File: src/rtl/io_bus_sequencer.sv
// Purpose: qualifies Z80 IO cycles to this board's port window and drives the chip-select decoder, wait line and device strobes.
// Latency: claim registered 2 clks after IORQ/strobe are first sampled low; release 2-3 clks after IORQ rises.
// Backpressure: stalls the CPU with cpu_wait_n for WAIT_CYCLES+1 clks per claimed cycle; no stall on ignored cycles.
module io_bus_sequencer #(
  parameter logic [3:0] BASE_NIBBLE = 4'h8,
  parameter int         WAIT_CYCLES = 2
) (
  input  logic       clk,
  input  logic       rst_n,
  input  logic [7:0] cpu_addr,
  input  logic       cpu_iorq_n,
  input  logic       cpu_rd_n,
  input  logic       cpu_wr_n,
  input  logic       cpu_m1_n,
  output logic       cpu_wait_n,
  output logic [3:0] dev_sel,
  output logic       sel_en,
  output logic       io_rd,
  output logic       io_wr,
  output logic       cycle_done
);

  typedef enum logic [1:0] {
    IDLE   = 2'd0,
    ACTIVE = 2'd1,
    HOLD   = 2'd2
  } state_t;

  localparam logic [3:0] WAIT_INIT = WAIT_CYCLES[3:0];

  // Bit order {iorq, rd, wr, m1}, stored active-high so reset value means "inactive".
  logic [3:0] sync_meta;
  logic [3:0] sync_q;
  logic       s_iorq;
  logic       s_rd;
  logic       s_wr;
  logic       s_m1;
  logic       claim;

  state_t     state;
  logic [3:0] wait_cnt;

  // Two-flop synchronisers for the asynchronous Z80 control strobes.
  always_ff @(posedge clk or negedge rst_n) begin
    if (!rst_n) begin
      sync_meta <= 4'b0000;
      sync_q    <= 4'b0000;
    end else begin
      sync_meta <= ~{cpu_iorq_n, cpu_rd_n, cpu_wr_n, cpu_m1_n};
      sync_q    <= sync_meta;
    end
  end

  assign s_iorq = sync_q[3];
  assign s_rd   = sync_q[2];
  assign s_wr   = sync_q[1];
  assign s_m1   = sync_q[0];

  // Interrupt acknowledge, ambiguous direction and foreign ports are never claimed.
  // cpu_addr is stable whenever IORQ is low, so it is used unsynchronised.
  assign claim = s_iorq && !s_m1 && (s_rd ^ s_wr) && (cpu_addr[7:4] == BASE_NIBBLE);

  // Cycle sequencer: claim, count wait states, hold selects until IORQ releases.
  always_ff @(posedge clk or negedge rst_n) begin
    if (!rst_n) begin
      state      <= IDLE;
      wait_cnt   <= 4'd0;
      cpu_wait_n <= 1'b1;
      dev_sel    <= 4'd0;
      sel_en     <= 1'b0;
      io_rd      <= 1'b0;
      io_wr      <= 1'b0;
      cycle_done <= 1'b0;
    end else begin
      cycle_done <= 1'b0;
      case (state)
        IDLE: begin
          if (claim) begin
            // dev_sel only moves here, while sel_en is low, so the decoder never sees a changing index.
            dev_sel    <= cpu_addr[3:0];
            io_rd      <= s_rd;
            io_wr      <= s_wr;
            sel_en     <= 1'b1;
            cpu_wait_n <= 1'b0;
            wait_cnt   <= WAIT_INIT;
            state      <= ACTIVE;
          end
        end
        ACTIVE: begin
          if (!s_iorq) begin
            // CPU abandoned the cycle: drop everything, no completion pulse.
            sel_en     <= 1'b0;
            io_rd      <= 1'b0;
            io_wr      <= 1'b0;
            cpu_wait_n <= 1'b1;
            state      <= IDLE;
          end else if (wait_cnt == 4'd0) begin
            cpu_wait_n <= 1'b1;
            cycle_done <= 1'b1;
            state      <= HOLD;
          end else begin
            wait_cnt <= wait_cnt - 4'd1;
          end
        end
        HOLD: begin
          if (!s_iorq) begin
            sel_en <= 1'b0;
            io_rd  <= 1'b0;
            io_wr  <= 1'b0;
            state  <= IDLE;
          end
        end
        default: begin
          state <= IDLE;
        end
      endcase
    end
  end

endmodule

File: config.mk
export PLATFORM = sky130hd
export DESIGN_NAME = io_bus_sequencer
export DESIGN_NICKNAME = d
export VERILOG_FILES = /design/src/rtl/io_bus_sequencer.sv
export SDC_FILE = /design/constraint.sdc
export NUM_CORES = 1
export LEC_CHECK = 0
export CAP_MARGIN = 10
export CORE_ASPECT_RATIO = 1.5
export CORE_MARGIN = 4
export CORE_UTILIZATION = 40
export CTS_CLUSTER_SIZE = 24
export DETAILED_ROUTE_END_ITERATION = 6
export GPL_TIMING_DRIVEN = 0
export PLACE_DENSITY = 0.67
export SYNTH_ARGS = -nofsm -noshare
export SYNTH_HDL_FRONTEND = slang
export SYNTH_SLANG_ARGS = --single-unit
File: constraint.sdc
create_clock -name clk -period 2.5 [get_ports clk]
set_input_delay 0.25 -clock clk [delete_from_list [all_inputs] [get_ports clk]]
set_output_delay 0.25 -clock clk [all_outputs]
set_load 0.03 [all_outputs]
## Word-level counts from Yosys, hierarchy flattened

Cells that the tools add are included.

- Register bits after elaboration: 23
- Input port bits: 14
- Output and inout port bits: 9

- Add/sub/neg operators: 1
- Equality and inequality tests: 9
- Multiplexer cells: 23
- Bitwise operators: 2
- Reductions and logical operators: 14

Operator list:

| operator | count |
|---|---|
| $mux W4 | 3 |
| $mux W1 | 10 |
| $ne A2 B2 Y1 const B | 5 |
| $reduce_and A3 Y1 | 3 |
| $mux W2 | 4 |
| $pmux W1 S2 | 4 |
| $pmux W4 S2 | 1 |
| $pmux W2 S3 | 1 |
| $eq A4 B4 Y1 const B | 1 |
| $logic_not A4 Y1 | 1 |
| $not A4 Y4 | 1 |
| $reduce_and A4 Y1 | 1 |
| $reduce_bool A2 Y1 | 2 |
| $sub A4 B1 Y4 const B | 1 |
| $logic_and A1 B1 Y1 | 3 |
| $ne A3 B3 Y1 const B | 1 |
| $eq A2 B1 Y1 const B | 1 |
| $eq A2 B2 Y1 const B | 1 |
| $logic_not A2 Y1 | 1 |
| $reduce_and A2 Y1 | 1 |
| $reduce_or A2 Y1 | 1 |
| $logic_not A1 Y1 | 1 |
| $xor A1 B1 Y1 | 1 |

## Logic depth before layout (Yosys ltp)

- Word-level depth: 6
- Gate-level depth with buffers: 7
- Gate-level depth less buffers: 6

## Least setup slack after synthesis

Ideal clock, no wire load.

- Path kind: flip-flop to flip-flop
- From: register sync_q[3]
- To: register dev_sel[0]
- Library setup time: 0.125 ns
- Arrival time: 1.858 ns
- Slack: 0.517 ns
- Stages on the path, launching flop included: 6
- Path through: dfrtp_1 > buf_6 > or4b_4 > or4_4 > buf_6 > mux2_4

- Cells in the longest elaborated chain, start to end: 4

Ends and longest elaborated chain:

| element | line | RTL |
|---|---|---|
| start, declared | 33 | `logic [3:0] sync_q;` |
| start signal, assigned | 50 | `sync_q <= sync_meta;` |
| $logic_and A1 B1 Y1 (3 in a row) | 61 | `assign claim = s_iorq && !s_m1 && (s_rd ^ s_wr) && (cpu_addr[7:4] == BASE_NIBBLE);` |
| $reduce_and A2 Y1 (no line) | - |  |
| end signal, assigned | 80 | `dev_sel <= cpu_addr[3:0];` |
| end, declared | 16 | `output logic [3:0] dev_sel,` |

No other way between the ends.
A chain may end at the register's enable or synchronous reset.

## Worst setup path after layout

- From: register state[1]
- To: register wait_cnt[3]

- Cells in the longest elaborated chain, start to end: 3
- Elaborated cells between the ends (all ways): 8

Ends and longest elaborated chain:

| element | line | RTL |
|---|---|---|
| start, declared | 40 | `state_t state;` |
| start signal, assigned | 66 | `state <= IDLE;` |
| start signal, assigned | 86 | `state <= ACTIVE;` |
| start signal, assigned | 96 | `state <= IDLE;` |
| $eq A2 B1 Y1 / $logic_not A2 Y1 (equally long branches) | 76 | `case (state)` |
| $ne A2 B2 Y1 (no line) / $reduce_bool A2 Y1 (equally long branches) | - |  |
| $reduce_and A4 Y1 (no line) | - |  |
| end signal, assigned | 102 | `wait_cnt <= wait_cnt - 4'd1;` |
| end, declared | 41 | `logic [3:0] wait_cnt;` |

Parallel ways exist; a longest one is shown, timed or not.

==> summary.txt <==
Run status
  • Status: completed

Routing
  • WL/cell: 13.5 um
  • DR DRC count: 0
  • Initial drt markers: 26
  • First-pass iteration count of the detailed router: 4
  • Drt via density: 5.20
  • Post-route ant nets: 0
  • DRT Wirelength: 2.18 mm
  • Via Count: 842

Synthesis
  • Post-Synth Simple-Gate Area: 14.0%
  • Main combinational cell family by area after synthesis: simple AND/OR/NAND/NOR gates
  • Yosys cell types: 29
  • Post-Syn Nets: 118
  • Seq cells post-synth: 23
  • Post-synthesis sequential area ratio: 52.4%
  • Synth top area share: ~50%
  • Adder-cell share of the synthesized area: around 5.7%
  • Complex-gate fraction of the synthesized area: 13.1%
  • Synthesized area: about 1100 sq um
  • Post-synth ARST share: 100%
  • Post-Synthesis Cells: slightly below 100
  • Predominant post-synthesis flop cell: dfrtp_1
  • Syn_area_per_cell: 11.1 sq um
  • Yosys top cell by area: dfrtp_1
  • Yosys warning count: 0
  • Post-synth EDFFs: 0
  • Synth area leaders: dfrtp_1 (50%), ha_1 (5.7%), mux2_4 (5.5%), inv_1 (4.4%), a21oi_1 (4.1%)
  • Xor-xnor portion of the synthesized cell area: 0.795%
  • Mux contribution to synthesized area: 7.27%

Timing
  • Setup Skew: 2.30 ps
  • Setup TNS: 0 ps
  • Fin crit period: between 2000 and 2500 ps
  • F_max: 0.455 GHz
  • Slew Limit Fails: 0
  • Hold_ws: ~350 ps
  • Slew HR: 32.8%
  • Tcrit/Tclk final: 87.8%
  • Worst-Margin Slew: 1000 ps
  • Final-report hold violation count: 0
  • RSZ-0062 raised after global routing: false
  • Setup violations, final: 0

Critical path
  • Reg2reg start: state[1]
  • Worst r2r dst: wait_cnt[3]
  • Worst setup EP type: register
  • Setup crit start kind: register
  • Data arrival, critical path: 2330 ps
  • Setup CP Type: reg -> reg
  • Critical Path RT: ~2600 ps
  • Worst-path fanout max: 10
  • CP endpoint: wait_cnt[3]
  • R2R setup slack: 300 ps
  • R2R cell count: 7
  • Critical path launch point: state[1]

Global route
  • Largest net degree at the start of global routing: 24
  • Initial antenna violation count: 0
  • Vias in the first global route: roughly 860
  • GR Overflow Total: 0
  • First-pass GRT wire length: 3.77 mm
  • Global Route Usage Sum: between 10% and 20%

Placement
  • Routability cong.: 0.838
  • Hpwl dp: 1.61 mm
  • Count of port buffers added during placement: 22

Layout
  • Fin nets: 145
  • Area growth syn-to-layout: 28.3%
  • Share of post-route cells with drive strength above 1: 12.0%
  • # diodes: 0

Clocking
  • CTS Buf Count: 3
  • Max Root-Sink Buffers: 2
  • Buffer type at the clock tree root: clkbuf_8
  • Clock-pin slew on the worst setup and hold paths: 80 ps
  • Setup Buffers After CTS: 0
  • CTS tree: yes
  • Cts hold-fix bufs: 0
  • Clock Latency Late Sink: between 200 and 300 ps
  • CTS sink count: 23
  • Post-cts resize count: 0
  • CTS H-tree depth: 1

Power
  • Pleak: around 0.6 nW
  • PD cells: roughly 750 nW/um^2
  • Peak VDD IR: 494 uV

Die
  • Die Y-Extent: 72.3 um
  • Core area: 2650 sq um
  • Chip width: 50.8 um
  • Starting Density: 41.6%
  • Row count: 23
  • Die Area: 3670 sq um
  • Io pins: 23

Min path
  • Worst hold stages: 0
  • Type of the worst min-delay path: reg -> reg

Job
  • Max cap viols: 0
## kinds of logic (layout without fill, tap and decap cells)
logic type,count (synthesis),count (layout)
buf+inv,16,42
flops,23,23
simple gates,26,26
xor+xnor,1,1
mux,6,6
fa+ha+maj,5,5
compound gates,22,22
## registers in the layout, summed over array words and instances (netlist names)
| signal | count |
|---|---|
| cpu_wait_n | 1 |
| cycle_done | 1 |
| dev_sel | 4 |
| io_rd | 1 |
| io_wr | 1 |
| sel_en | 1 |
| state | 2 |
| sync_meta | 4 |
| sync_q | 4 |
| wait_cnt | 4 |
## final cells by class
class,count,area [sq um]
inverters,13,48.8
flip-flops and latches,23,577
clock buffers,4,45.0
multi-input cells,60,449
fillers,248,1230
well taps,37,46.3
repair buffers,22,220
plain buffers,3,26.3
## report_power, final
part	internal (mW)	leakage [nW]	switching (mW)
registers	0.424	0.283	0.0399
logic	0.160	0.313	0.213
clock network	0.114	0.0228	0.112
total	0.697	0.619	0.365
## worst min-delay path by stage
stage,from,end
2_1_floorplan,rst_n,cycle_done
3_3_place_gp,sync_meta[2],sync_q[2]
3_5_place_dp,sync_meta[0],sync_q[0]
4_1_cts,sync_meta[0],sync_q[0]
5_1_grt,sync_meta[3],sync_q[3]
6_report,sync_meta[0],sync_q[0]
## per-stage QoR
stage	std cells	util, %	setup slack, ps	area (sq um)	total power [mW]
global route	162	53.4	151	1410	1.14
CTS	162	53.4	333	1410	1.08
floorplan	99	-	517	1100	0.712
global placement	158	51.7	198	1370	0.820
detailed placement	158	51.7	180	1370	0.841
finish	162	53.4	304	1410	1.06
## layout by cell type (no fill, tap or decap), types with 2 or more instances in the layout
cell type        synthesis  final
nand2b_1                 3      3
a21oi_1                  9      9
inv_1                   13     13
nor3_1                   2      2
clkbuf_1                 1      2
clkdlybuf4s50_1          0     22
nand3_1                  4      4
a32o_1                   2      2
a41oi_1                  2      2
mux2i_1                  2      2
nor2_1                   4      4
nand2_1                  6      6
clkbuf_8                 0      3
buf_6                    2      2
ha_1                     5      5
dfrtp_1                 22     22
mux2_4                   4      4
o21ai_0                  5      5
## routing by layer
metal,up-vias,routed length [um],global-route usage [%]
met5,-,0,0
met4,0,45,7.49
met3,4,78,2.87
met2,21,1160,24.1
met1,420,895,14.5
li1,397,-,-
## synth_stat cells, drive strengths merged, types with 2 or more instances
cell and instances:
dfrtp 22, inv 13, a21oi 9, nand2 6, ha 5, o21ai 5
mux2 4, nand3 4, nor2 4, nand2b 3, a32o 2, a41oi 2
buf 2, mux2i 2, nor3 2, or4b 2
## worst max-delay path, cell delays in order (launching register included)
cell and delay [ps]:
dfrtp_1 420, inv_1 110, ha_1 150, clkbuf_1 320
nand2_1 200, or4b_2 630, a21oi_1 160, a211oi_1 70
Power figures use the tool's default switching activity.
==> edit: new RTL, config.mk and constraints unchanged <==
Make the reset (`rst_n`) synchronous in 2 clocked blocks. Comments in the files are not updated.
--- a/src/rtl/io_bus_sequencer.sv
+++ b/src/rtl/io_bus_sequencer.sv
@@ -42,5 +42,5 @@
 
   // Two-flop synchronisers for the asynchronous Z80 control strobes.
-  always_ff @(posedge clk or negedge rst_n) begin
+  always_ff @(posedge clk) begin
     if (!rst_n) begin
       sync_meta <= 4'b0000;
@@ -62,5 +62,5 @@
 
   // Cycle sequencer: claim, count wait states, hold selects until IORQ releases.
-  always_ff @(posedge clk or negedge rst_n) begin
+  always_ff @(posedge clk) begin
     if (!rst_n) begin
       state      <= IDLE;
Function: differs if rst_n is asserted again (counterexample within 4 cycles, from zero or initial values and one cycle with rst_n low); with rst_n held inactive, the same outputs for 10 cycles.
==> edit against the unedited design <==
Cell area shrank 9.0%. First-iteration DRC count is 38% lower. Core utilization down 0.31 points. Worst setup slack improved by 0.40 ns. Synthesized cell count is 5.1% higher. Wire length fell by 10%. Clock skew grew 0.0023 ns. Area after synthesis shrank 8.4%. Non-clock buffer count grew 1. Sequential cell count unchanged. Die area decreased by 7.3%. Critical path type unchanged.
Power is not compared: it rests on default switching activity, and its combinational part moved more than twofold at a synthesized area within 25%.
==> edit: results (changes against the unedited design) <==
| Metric | Value |
|---|---|
| DR iter-0 viols | `16 (was 26)` |
| Syn_nets | `123 (was 118)` |
| Met2 wire len | `1.03 mm (was 1.16 mm)` |
| Layout area overhead | `27.4% (was 28.3%)` |
| Delay-heaviest family, CP | `compound AO/OA/AOI/OAI gates (was simple AND/OR/NAND/NOR gates)` |
| Sequential cell area | `460 um2 (was 577 um2)` |
| Filler cells | `226 (was 248)` |
| Hold worst-path end | `sync_q[1]$_SDFF_PN0_ (was sync_q[0]$_DFF_PN0_)` |
| R2R Setup Slk | `0.71 ns (was 0.30 ns)` |
| DPL Wire Length | `1.53 mm (was 1.61 mm)` |
| Root Buffer | `clkbuf_4 (was clkbuf_8)` |
| Pre-CTS setup slack | `0.571 ns (was 0.180 ns)` |
| Top post-synthesis cells by area | `dfxtp_1, ha_1, nor2b_1 (was dfrtp_1, ha_1, mux2_4)` |
| Met3 Track Usage GR | `1.72% (was 2.87%)` |
| GPL Wtd Cong | `0.789 (was 0.838)` |
| R2R depth | `6 (was 7)` |
| Placement Cell Area | `1260 um2 (was 1370 um2)` |
| Ys async rst share | `0% (was 100%)` |
| Skew final | `0.00458 ns (was 0.00230 ns)` |
| Vias/cell | `5.45 (was 5.20)` |
| Synth cell count leaders | `dfxtp_1, nor2b_1, nand2_1, inv_1 (was dfrtp_1, inv_1, a21oi_1, nand2_1)` |
| Share of layout cells above drive strength 1 | `4.62% (was 12.0%)` |
| Tightest Pin Transition | `0.376 ns (was 1.00 ns)` |
| Crit-path max FO | `5 (was 10)` |
| Clock network area share | `2.04% (was 3.19%)` |
| HP Start | `sync_meta[1]$_SDFF_PN0_ (was sync_meta[0]$_DFF_PN0_)` |
| Post-synth cell types | `33 (was 29)` |
| Hold Crit Depth | `1 (was 0)` |
| Status | `complete, no violations (unchanged)` |
| Met3 wire length | `94 um (was 78 um)` |
| Clock slew at reported path FFs | `0.12 ns (was 0.08 ns)` |
| Clk_lat worst skew | `0.31 ns (was 0.26 ns)` |
| Non-clk bufs | `26 (was 25)` |
| M1 GR Usage | `13.6% (was 14.5%)` |
==> edit: changes by cell type after synthesis, sizes merged, moves of 4 or more <==
cell,unedited run,this run
dfxtp,0,23
dfrtp,22,0
nor2b,0,10
a21oi,9,0
inv,13,6
and2,0,4
mux2,4,0
==> edit: worst max path at each step <==
stage	startpoint	endpoint
detailed placement	cpu_addr[5]	io_wr$_SDFFE_PN0P_
floorplan	wait_cnt[0]$_SDFFE_PN0P_	state[1]$_SDFFE_PN0P_
global placement	cpu_addr[5]	io_wr$_SDFFE_PN0P_
finish	wait_cnt[0]$_SDFFE_PN0P_	wait_cnt[1]$_SDFFE_PN0P_
global route	wait_cnt[0]$_SDFFE_PN0P_	wait_cnt[1]$_SDFFE_PN0P_
CTS	wait_cnt[0]$_SDFFE_PN0P_	wait_cnt[1]$_SDFFE_PN0P_
==> edit: kinds of logic after synthesis <==
| logic type | share of synthesized area [%] |
|---|---|
| flops | 45.7 |
| fa+ha+maj | 6.20 |
| xor+xnor | 0.869 |
| simple gates | 25.6 |
| compound gates | 12.9 |
| buf+inv | 3.85 |
| mux | 4.96 |
==> edit: power by group <==
part           leakage (nW)  internal [W]  total (W)  switching (W)
clock                0.0150     0.0000624   0.000174       0.000112
sequential            0.187      0.000373   0.000376     0.00000322
combinational         0.319     0.0000261  0.0000397      0.0000136
==> edit: stage by stage <==
| stage | utilization, % | hold WS (ns) |
|---|---|---|
| after global placement | 52.0 | 0.414 |
| final | 53.0 | 0.447 |
| after floorplan | - | 0.322 |
| after CTS | 53.0 | 0.439 |
| after detailed placement | 52.0 | 0.419 |
| after global routing | 53.0 | 0.431 |
